--- config.mk ---
export PLATFORM = sky130hd
export DESIGN_NAME = pk_stream_unpack
export DESIGN_NICKNAME = d
export VERILOG_FILES = /design/src/rtl/pk_stream_unpack.sv
export SDC_FILE = /design/constraint.sdc
export NUM_CORES = 1
export LEC_CHECK = 0
export ABC_AREA = 0
export BUFFER_PORTS_ARGS = -buffer_cell sky130_fd_sc_hd__buf_2
export CORE_MARGIN = 2
export CORE_UTILIZATION = 57
export CTS_CLUSTER_DIAMETER = 200
export DETAILED_ROUTE_END_ITERATION = 12
export MAX_ROUTING_LAYER = met4
export PLACE_DENSITY = 0.85
export SYNTH_ARGS = -nofsm -noshare
export SYNTH_HDL_FRONTEND = slang
export SYNTH_SLANG_ARGS = --single-unit
--- constraint.sdc ---
create_clock -name clock -period 5.31 [get_ports clock]
set_input_delay 0.531 -clock clock [delete_from_list [all_inputs] [get_ports clock]]
set_output_delay 0.531 -clock clock [all_outputs]
set_load 0.02 [all_outputs]
--- src/rtl/pk_stream_unpack.sv ---
// pk_stream_unpack: byte-serial decoder for the Dilithium public key (rho || packed 10-bit t1).
// Build option: define PK_UNPACK_SHIFT_D_EN to emit each t1 coefficient pre-scaled by 2^13.
module pk_stream_unpack #(
    parameter int K      = 6,
    parameter int N      = 256,
    parameter int COEF_W = 32
) (
    input  logic              clock,
    input  logic              reset,
    input  logic              start,
    input  logic              in_valid,
    input  logic [7:0]        in_data,
    output logic              in_ready,
    output logic [255:0]      rho_out,
    output logic              rho_valid,
    output logic              coef_valid,
    output logic [COEF_W-1:0] coef_data,
    output logic [2:0]        coef_poly,
    output logic [7:0]        coef_idx,
    input  logic              coef_ready,
    output logic              done,
    output logic              busy
);

    localparam int GROUPS = K * N / 4;
    localparam int GRP_W  = $clog2(GROUPS + 1);

    localparam logic [2:0] S_IDLE   = 3'd0;
    localparam logic [2:0] S_RHO    = 3'd1;
    localparam logic [2:0] S_GATHER = 3'd2;
    localparam logic [2:0] S_EMIT   = 3'd3;
    localparam logic [2:0] S_FINISH = 3'd4;

    logic [2:0]       state;
    logic [4:0]       byte_cnt;
    logic [GRP_W-1:0] grp_cnt;
    logic [39:0]      group;
    logic [9:0]       raw;
    logic             accept_in;
    logic             accept_coef;
    logic             last_group;
    logic             last_in_group;

    // Verify consumes t1 * 2^D; the scaled build folds that shift into the decoder.
    function automatic logic [COEF_W-1:0] scale_coef(input logic [9:0] c);
`ifdef PK_UNPACK_SHIFT_D_EN
        scale_coef = COEF_W'({c, 13'd0});
`else
        scale_coef = COEF_W'(c);
`endif
    endfunction

    always_comb begin
        in_ready      = (state == S_RHO) || (state == S_GATHER);
        coef_valid    = (state == S_EMIT);
        done          = (state == S_FINISH);
        busy          = (state == S_RHO) || (state == S_GATHER) || (state == S_EMIT);
        accept_in     = in_valid && in_ready;
        accept_coef   = coef_valid && coef_ready;
        last_group    = (grp_cnt == GRP_W'(GROUPS - 1));
        last_in_group = (coef_idx[1:0] == 2'd3);
    end

    // Groups are 4-aligned within a polynomial, so the low bits of coef_idx select the lane.
    always_comb begin
        raw = group[9:0];
        case (coef_idx[1:0])
            2'd0:    raw = group[9:0];
            2'd1:    raw = group[19:10];
            2'd2:    raw = group[29:20];
            default: raw = group[39:30];
        endcase
        coef_data = coef_valid ? scale_coef(raw) : '0;
    end

    // Group buffer: bytes enter at the top so byte j ends up at bits [8j+7:8j].
    always_ff @(posedge clock) begin
        if (state == S_GATHER && accept_in) begin
            group <= {in_data, group[39:8]};
        end
    end

    always_ff @(posedge clock) begin
        if (reset) begin
            state     <= S_IDLE;
            byte_cnt  <= '0;
            grp_cnt   <= '0;
            rho_out   <= '0;
            rho_valid <= 1'b0;
            coef_poly <= '0;
            coef_idx  <= '0;
        end else begin
            case (state)
                S_IDLE: begin
                    if (start) begin
                        state     <= S_RHO;
                        byte_cnt  <= '0;
                        grp_cnt   <= '0;
                        rho_out   <= '0;
                        rho_valid <= 1'b0;
                        coef_poly <= '0;
                        coef_idx  <= '0;
                    end
                end
                S_RHO: begin
                    if (accept_in) begin
                        rho_out[{byte_cnt, 3'b000} +: 8] <= in_data;
                        if (byte_cnt == 5'd31) begin
                            byte_cnt  <= '0;
                            rho_valid <= 1'b1;
                            state     <= S_GATHER;
                        end else begin
                            byte_cnt <= byte_cnt + 5'd1;
                        end
                    end
                end
                S_GATHER: begin
                    if (accept_in) begin
                        if (byte_cnt == 5'd4) begin
                            byte_cnt <= '0;
                            state    <= S_EMIT;
                        end else begin
                            byte_cnt <= byte_cnt + 5'd1;
                        end
                    end
                end
                S_EMIT: begin
                    if (accept_coef) begin
                        if (last_in_group && last_group) begin
                            coef_idx  <= '0;
                            coef_poly <= '0;
                            grp_cnt   <= '0;
                            state     <= S_FINISH;
                        end else begin
                            if (coef_idx == 8'(N - 1)) begin
                                coef_idx  <= '0;
                                coef_poly <= coef_poly + 3'd1;
                            end else begin
                                coef_idx <= coef_idx + 8'd1;
                            end
                            if (last_in_group) begin
                                grp_cnt <= grp_cnt + GRP_W'(1);
                                state   <= S_GATHER;
                            end
                        end
                    end
                end
                S_FINISH: begin
                    state <= S_IDLE;
                end
                default: begin
                    state <= S_IDLE;
                end
            endcase
        end
    end

endmodule

==> results of run 1 <==
## final cells by class
class,instances,share of cell area [%]
multi-input cells,746,33.42
clock buffers,50,7.006
flip-flops and latches,325,45.87
inverters,15,0.3740
clock inverters,12,0.9557
well taps,275,2.285
repair buffers,300,10.09
## cells by family after synthesis
kind of cell | share of synthesized area, %
other | 0.03022
DFF | 55.65
buffers and inverters | 4.547
and+or+nand+nor | 12.26
adders and majority gates | 1.210
muxes | 0.5747
xor gates and xnor gates | 1.270
AOI/OAI and AO/OA | 24.46
## power groups by stage
stage | Sequential (mW) | Clock (mW) | Combinational (mW)
4_1_cts | 2.63 | 2.51 | 1.41
3_5_place_dp | 2.69 | 0 | 1.40
5_1_grt | 2.65 | 2.60 | 1.55
6_report | 2.64 | 2.49 | 1.44
2_1_floorplan | 2.65 | 0 | 1.09
3_3_place_gp | 2.68 | 0 | 1.37
## sequential cells by signal, summed over array words and instances, names as in the netlist
name       cells
byte_cnt       5
rho_valid      1
state          3
coef_poly      3
rho_out      256
grp_cnt        9
group         40
coef_idx       8
## worst max path at each step
stage	from	to	slack [ns]
floorplan	state[1]$_SDFFE_PP0P_	group[0]$_DFFE_PP_	2.38
global placement	byte_cnt[0]$_SDFFE_PP0P_	rho_out[138]$_SDFFE_PP0P_	1.89
detailed placement	byte_cnt[0]$_SDFFE_PP0P_	rho_out[140]$_SDFFE_PP0P_	1.76
CTS	byte_cnt[0]$_SDFFE_PP0P_	rho_out[143]$_SDFFE_PP0P_	1.70
global route	byte_cnt[0]$_SDFFE_PP0P_	rho_out[143]$_SDFFE_PP0P_	1.42
finish	byte_cnt[0]$_SDFFE_PP0P_	rho_out[143]$_SDFFE_PP0P_	1.64
## stage by stage
stage | instances | utilization (%) | worst slack (ns) | cell area (sq um) | hold WS, ns
after CTS | 1723 | 70.95 | 1.704 | 15060 | 0.3329
after global placement | 1661 | 65.30 | 1.891 | 13860 | 0.4296
final | 1723 | 70.95 | 1.642 | 15060 | 0.3575
after detailed placement | 1661 | 65.30 | 1.757 | 13860 | 0.4332
after floorplan | 1192 | - | 2.380 | 12490 | 0.4260
after global routing | 1723 | 70.95 | 1.419 | 15060 | 0.3375
## cells in the mapped netlist (15+ instances only)
| library cell | instances | share of area [%] |
|---|---|---|
| sky130_fd_sc_hd__dfxtp_1 | 285 | 46 |
| sky130_fd_sc_hd__nor2b_1 | 15 | 0.76 |
| sky130_fd_sc_hd__edfxtp_1 | 40 | 9.7 |
| sky130_fd_sc_hd__buf_4 | 22 | 1.3 |
| sky130_fd_sc_hd__nor2_1 | 156 | 4.7 |
| sky130_fd_sc_hd__a21oi_1 | 37 | 1.5 |
| sky130_fd_sc_hd__inv_1 | 15 | 0.45 |
| sky130_fd_sc_hd__buf_2 | 15 | 0.60 |
| sky130_fd_sc_hd__buf_1 | 16 | 0.48 |
| sky130_fd_sc_hd__a22o_1 | 128 | 9.0 |
| sky130_fd_sc_hd__o2bb2ai_1 | 48 | 3.4 |
| sky130_fd_sc_hd__nand2_1 | 31 | 0.94 |
| sky130_fd_sc_hd__a22oi_1 | 48 | 2.9 |
| sky130_fd_sc_hd__a32o_1 | 24 | 1.9 |
| sky130_fd_sc_hd__a21o_1 | 15 | 0.91 |
| sky130_fd_sc_hd__o21ai_0 | 19 | 0.77 |
| sky130_fd_sc_hd__nand3_1 | 26 | 1.0 |
| sky130_fd_sc_hd__clkbuf_1 | 51 | 1.5 |
| sky130_fd_sc_hd__nand2b_1 | 23 | 1.2 |
## metal layers
metal	track usage, %	wire length (um)	vias up
li1	-	-	4804
met5	-	0	-
met4	10.97	1096	0
met3	5.808	3569	97
met2	51.36	17810	607
met1	42.20	15230	5197
## worst max-delay path: cells and delay by family (launching register included)
kind	cells	cell delay, ns
AO/OA/AOI/OAI	5	1.76
flip-flops	1	0.93
adder cells (fa/ha/maj)	1	0.37
AND/OR/NAND/NOR	1	0.36
buffers and inverters	1	0.19
==> results by stage, run 1 <==
Min path:
- The worst hold path depth is 1.
- The worst hold endpoint is group[34]$_DFFE_PP_.
- The critical hold path startpoint is in_data[2].
- The tightest min-delay check is of the in2reg type.

Power:
- The internal power of the cells totals 4.444 mW.
- Of the total power, combinational logic draws 21.9%.
- Summed over all nets, the switching power comes to 2.123 mW.
- Net switching is 32.33% of the power.
- Per report_power, the sequential group accounts for around 40% of the total.
- The worst vdd rail ir drop is 351.7 uV.
- The total power draw is 6.567 mW.
- The clock group share of total power is approximately 38%.
- For this design the static power due to leakage is 6.526 nW.
- The total power per unit cell area is 436.2 nW/um^2.

Synth:
- The synthesized design contains 40 enable-type register cells.
- The yosys synthesis warning count is 0.
- In the synthesized netlist, the number of instances is 1171.
- In this run, synthesis produced a sequential element count of 325.
- For this run, the leading register cell type out of synthesis is sky130_fd_sc_hd__dfxtp_1.
- The number of distinct library cell variants in the gate-level netlist after synthesis is 68.
- The mean instance size in the synthesized netlist is 10.60 sq um.
- For this run, the register share of the synthesized area comes to 55.65%.
- The share of async-settable or async-resettable flops after synthesis is 0%.
- The cell area after technology mapping is 12410 sq um.

Worst setup path:
- The slowest cell on the critical path is sky130_fd_sc_hd__dfxtp_1.
- The cell depth of the worst flop-to-flop path is 8.
- The type of element launching the critical path is a flip-flop.
- The data required time of the critical path is ~5.8 ns.
- The largest stage delay on the critical path is 0.93 ns.
- The signal on the critical path passes through inv_1 -> ha_1 -> or3b_1 -> o22ai_1 -> a31o_2 -> a21o_1 -> a21oi_1 -> a22o_1.
- The worst setup slack for register-to-register paths is between 1.5 and 2 ns.
- The endpoint of the lowest-slack register-to-register path is rho_out[143]$_SDFFE_PP0P_.
- The critical path in this run is classified as reg2reg.
- The type of destination of the critical path is a flip-flop.
- The data arrival time of the critical path is 4.11 ns.
- The worst register-to-register path begins at byte_cnt[0]$_SDFFE_PP0P_.
- The maximum fanout encountered on the critical timing path is 31.

Clocking:
- The total clock buffers created by CTS is 34.
- The tree is rooted in a sky130_fd_sc_hd__clkbuf_16.
- The clock sink total is 325.
- In this run, post-CTS repair resized a total of 0 instances.
- The clock latency at the later pin of the worst-skew pair is 0.51 ns.
- In this run the deepest clock path goes through 3 buffers.
- Post-CTS timing repair inserted 0 buffers for setup.
- The quantity of hold-fixing buffers added after cts is 0.
- The clock-pin slew reported for the worst setup and hold paths after clock tree synthesis is about 0.06 ns.
- The H-tree depth is 2.
- TritonCTS built the clock tree.

Place:
- The number of port buffers is 294.
- The placer congestion estimate is 0.9476.
- The wire-length estimate of the detail-placed layout is 25450 um.

Global routing:
- The largest net degree at the start of global routing is 79.
- The initial antenna violation count came to 0.
- The total routing resource utilization after global routing is about a third.
- The wire length of the first global-routing pass is 56460 um.
- Global routing finished with a remaining overflow of 0.
- The via count of the first global-routing pass is about 10000.

STA:
- Setup repair after global routing left no endpoint under its margin.
- The worst path needs 3.668 ns of the cycle, external delays included.
- Dividing the final minimum period by the clock period gives 69.09%.
- Setup violations remaining at the end of the flow were counted as 0.
- The max-slew violation count was 0.
- The remaining max-slew budget at the tightest pin is between 10% and 20%.
- Summed over all failing endpoints, the final setup total negative slack is 0 ns.
- Based on the critical path, the design can be clocked at up to 0.2726 GHz.
- The final hold violation count is 0.
- The slew at the pin closest to its max-slew limit is 1.186 ns.
- The clock arrives with 0.01746 ns of skew.

Die:
- The total I/O pin count is 317.
- The core region is 21220 sq um.
- Row generation in the floorplan step produced 53 rows.
- The chip height is 151.6 um.
- The horizontal die dimension is roughly 150 um.
- For this configuration, the core starts out at a cell density of 58.48%.
- The die area is 22970 sq um.

Routing:
- The overall via count from detail_route is 10710.
- The average wire per cell in the routed design is approximately 22 um.
- The count of TritonRoute iterations in the first routing pass is 8.
- The final wirelength is between 30000 and 40000 um.
- After the first detailed-routing iteration, the DRC count stood at 1001.
- The number of nets still failing antenna checks after routing is 0.
- In the routed layout, each cell is associated on average with a via count of between 6 and 7.
- The DRC violations left is 0.

Finish:
- Leaving out fill and tap cells, the most frequent cell in the layout is sky130_fd_sc_hd__buf_2.
- For this run, the post-layout net count is 1447.
- Registers take around 6900 sq um.
- Summing all multi-input logic gate instances after layout gives 5031 sq um.
- Compared with the post-synthesis result, the final layout area differs by 21.31%.
- The layout has 1558 filler cells.
- The repair_antennas step left the layout with diodes totalling 0.
- In the final layout, the share of cells above drive strength 1 is 27.07%.
- In the layout the commonest cells are sky130_fd_sc_hd__buf_2 (293), sky130_fd_sc_hd__dfxtp_1 (285), sky130_fd_sc_hd__nor2_1 (155).

Flow run:
- The count of maximum capacitance violations is 0.

Run status:
- The flow ran to the end, and the final reports show no timing, DRC or antenna violations.
Note: power is estimated with default switching activity, not from simulation.
==> run 2, diff against run 1 <==
--- a/config.mk
+++ b/config.mk
@@ -8,11 +8,11 @@
 export ABC_AREA = 0
 export BUFFER_PORTS_ARGS = -buffer_cell sky130_fd_sc_hd__buf_2
 export CORE_MARGIN = 2
-export CORE_UTILIZATION = 57
+export CORE_UTILIZATION = 53
 export CTS_CLUSTER_DIAMETER = 200
 export DETAILED_ROUTE_END_ITERATION = 12
 export MAX_ROUTING_LAYER = met4
-export PLACE_DENSITY = 0.85
+export PLACE_DENSITY = 0.8
 export SYNTH_ARGS = -nofsm -noshare
 export SYNTH_HDL_FRONTEND = slang
 export SYNTH_SLANG_ARGS = --single-unit
==> constraint.sdc (replaced) <==
create_clock -name clock -period 3.5 [get_ports clock]
set_input_delay 0.35 -clock clock [delete_from_list [all_inputs] [get_ports clock]]
set_output_delay 0.35 -clock clock [all_outputs]
set_load 0.02 [all_outputs]
==> run 2 against run 1 <==
Cell area shrank 0.17%. Worst setup slack lost 1.2 ns. Final cell count grew 2.6%. Combinational power grew 58%. Clock power grew 37%. Clock skew shrank 0.0051 ns. Global-route usage shrank 2.6 points. Register-to-register slack lost 1.2 ns. Critical path type unchanged. Largest cell class unchanged.
==> results by stage, run 2 (synthesis results as in run 1) <==
Clocking:
- The maximum buffer depth of the clock tree was 3 (unchanged).
- The total clock buffers created by CTS is 31 (-8.8%).
- The post-CTS setup buffer count is 0 (unchanged).
- The quantity of hold-fixing buffers added after cts is 0 (unchanged).
- The clock latency at the later pin of the worst-skew pair came to 0.55 ns (+0.04 ns).
- The quantity of gates resized following cts is 0 (unchanged).
- The H-tree depth is 1 (-1).
- The TritonCTS clock tree is yes.
- The clock sink total is 325 (unchanged).
- The root cell of the clock tree is sky130_fd_sc_hd__clkbuf_16.
- The clock-pin slew reported for the worst setup and hold paths after clock tree synthesis was 0.06 ns (about the same).

Global routing:
- The initial antenna violation count was 0 (unchanged).
- The via count of the first global-routing pass is 9819 (-3.0%).
- The total routing resource utilization after global routing is 29.75% (-2.6 points).
- The global route total overflow is 0 (unchanged).
- The wire length of the first global-routing pass was 55880 um (-1.0%).
- The largest net degree at the start of global routing is 71 (-10%).

Die:
- The horizontal die dimension is 157.0 um (+3.6%).
- The site row count came to 55 (+3.8%).
- The chip height is 157.0 um (+3.6%).
- The core outline area is 22850 sq um (+7.7%).
- The die area is 24660 sq um (+7.3%).
- The total I/O pin count is 317 (unchanged).
- The initial core utilization is 54.32% (-4.2 points).

Worst setup path:
- The maximum fanout encountered on the critical timing path is 26 (-16%).
- The data arrival time of the critical path is 3.48 ns (-0.63 ns).
- The category of the most critical setup path is reg2reg.
- The slowest cell on the critical path is sky130_fd_sc_hd__a31o_2.
- The critical path goes through inv_1 -> ha_1 -> or3b_1 -> o22ai_1 -> a31o_2 -> a21o_1 -> a21oi_1 -> a22o_1.
- The worst setup path is captured at a flip-flop.
- The worst setup path is launched from a flip-flop.
- The largest stage delay on the critical path is 0.58 ns (-0.35 ns).
- The data required time of the critical path is 3.94 ns (-1.81 ns).

Power:
- The total power draw is 9.640 mW (+47%).
- The worst vdd rail ir drop was 460.3 uV (+31%).
- The leakage power is 6.521 nW (about the same).
- The total power per unit cell area is 641.4 nW/um^2 (+47%).

Routing:
- The average wire per cell in the routed design was 21.28 um (-2.8%).
- The mean number of vias per cell is 5.958 (-4.1%).
- The overall via count from detail_route is 10530 (-1.7%).
- The final wirelength is 37600 um (-0.27%).
- The count of TritonRoute iterations in the first routing pass is 7 (-1).
- The number of nets still failing antenna checks after routing is 0 (unchanged).
- The iteration-0 DRC count of the detailed router was 842 (-16%).
- The DRC violations left was 0 (unchanged).

Finish:
- The number of inserted filler cells in the final layout is 1835 (+18%).
- The share of cells above drive strength 1 came to 27.30% (+0.23 points).
- The library cell used most frequently in the layout, excluding fill and tap cells, is sky130_fd_sc_hd__buf_2.
- The design area is 15030 sq um (-0.17%).
- The net count reported at finish is 1457 (+0.69%).
- The antenna diode count is 0 (unchanged).
- The register with the highest flop count is rho_out.
- The flip-flop count of the largest register, all copies and words added is 256 (unchanged).
- The share of the core filled with cells in the final layout is 65.79% (-5.2 points).
- The top cell types in the final layout, fill and taps aside, are sky130_fd_sc_hd__buf_2 (293), sky130_fd_sc_hd__dfxtp_1 (285), sky130_fd_sc_hd__nor2_1 (155).
- The largest registers in the layout are rho_out: 256 flops, group: 40 flops, grp_cnt: 9 flops.
- From synthesis to final layout, the design area changed by 21.11%.

Place:
- The placed standard-cell area came to 14000 sq um (+1.0%).
- The placer congestion estimate was 0.8981 (-5.2%).
- The post-detailed-placement half-perimeter wirelength is 25610 um (+0.61%).
- The number of port buffers is 294 (unchanged).

STA:
- The final hold violation count came to 0 (unchanged).
- The sum of negative setup slack is 0 ns (unchanged).
- Setup repair after global routing left no endpoint under its margin.
- The share of the cycle needed by the critical path after routing came to 86.67% (+18 points).
- The number of setup violations in the final report came to 0 (unchanged).
- The remaining max-slew budget at the tightest pin is 28.61% (+9.7 points).
- The max-slew violation count is 0 (unchanged).
- The minimum clock period came to 3.033 ns (-0.6351 ns).
- The worst hold margin is 0.1818 ns (-0.1757 ns).
- The slew at the pin closest to its max-slew limit is 1.068 ns (-0.1173 ns).
- The highest attainable clock frequency is 0.3297 GHz (+21%).
- The clock tree skew after final layout is 0.01232 ns (-0.005143 ns).

Run status:
- The flow ran to the end, and the final reports show no timing, DRC or antenna violations.

Flow run:
- The count of maximum capacitance violations is 0 (unchanged).

Min path:
- The worst min-delay path class is in2reg.
-- run 2: cell count changes in the layout (fill, tap and decap cells not counted), sizes merged --
cell,before,now
clkbuf,50,46
clkinvlp,4,1
buf,300,313
-- run 2: through the flow --
stage | setup slack, ns | std cells
4_1_cts | 0.5220 | 1767
3_3_place_gp | 0.6486 | 1712
3_5_place_dp | 0.5404 | 1712
2_1_floorplan | 0.5695 | 1192
6_report | 0.4667 | 1767
5_1_grt | 0.2183 | 1767
-- run 2: power by group --
| part | total (mW) | switching [mW] | internal (mW) |
|---|---|---|---|
| sequential | 3.97 | 0.103 | 3.87 |
| clock | 3.40 | 1.40 | 2.00 |
| combinational | 2.28 | 1.66 | 0.613 |
-- run 2: cell type report --
| type | instances | area, sq um | share of cell area, % |
|---|---|---|---|
| multi-input combinational | 746 | 5031 | 33.47 |
| clock buffer | 46 | 905.9 | 6.027 |
| inverter | 15 | 56.30 | 0.3746 |
| timing repair buffer | 313 | 1617 | 10.75 |
| clock inverter | 9 | 122.6 | 0.8158 |
| sequential | 325 | 6907 | 45.95 |
| tap | 313 | 391.6 | 2.606 |
-- run 2: metal layers --
metal,up-vias,track usage [%],wire (um)
met1,5135,40.15,16190
met2,509,46.72,17570
met4,0,8.961,888
met5,-,-,0
li1,4813,-,-
met3,70,4.488,2950
-- run 2: final timing paths --
check,slack (ns),depth (start not counted),endpoint,from
min,0.18,1,group[34]$_DFFE_PP_,in_data[2]
max reg2reg,0.47,8,rho_out[155]$_SDFFE_PP0P_,byte_cnt[1]$_SDFFE_PP0P_
max,0.47,8,rho_out[155]$_SDFFE_PP0P_,byte_cnt[1]$_SDFFE_PP0P_
min reg2reg,0.45,0,group[9]$_DFFE_PP_,group[17]$_DFFE_PP_
-- run 2: worst max-delay path, delay by kind of cell, from the launching register on --
kind,cells,cell delay (ns)
buffers and inverters,1,0.13
adder cells (fa/ha/maj),1,0.36
flip-flops,1,0.43
AO/OA/AOI/OAI,5,1.49
AND/OR/NAND/NOR,1,0.52
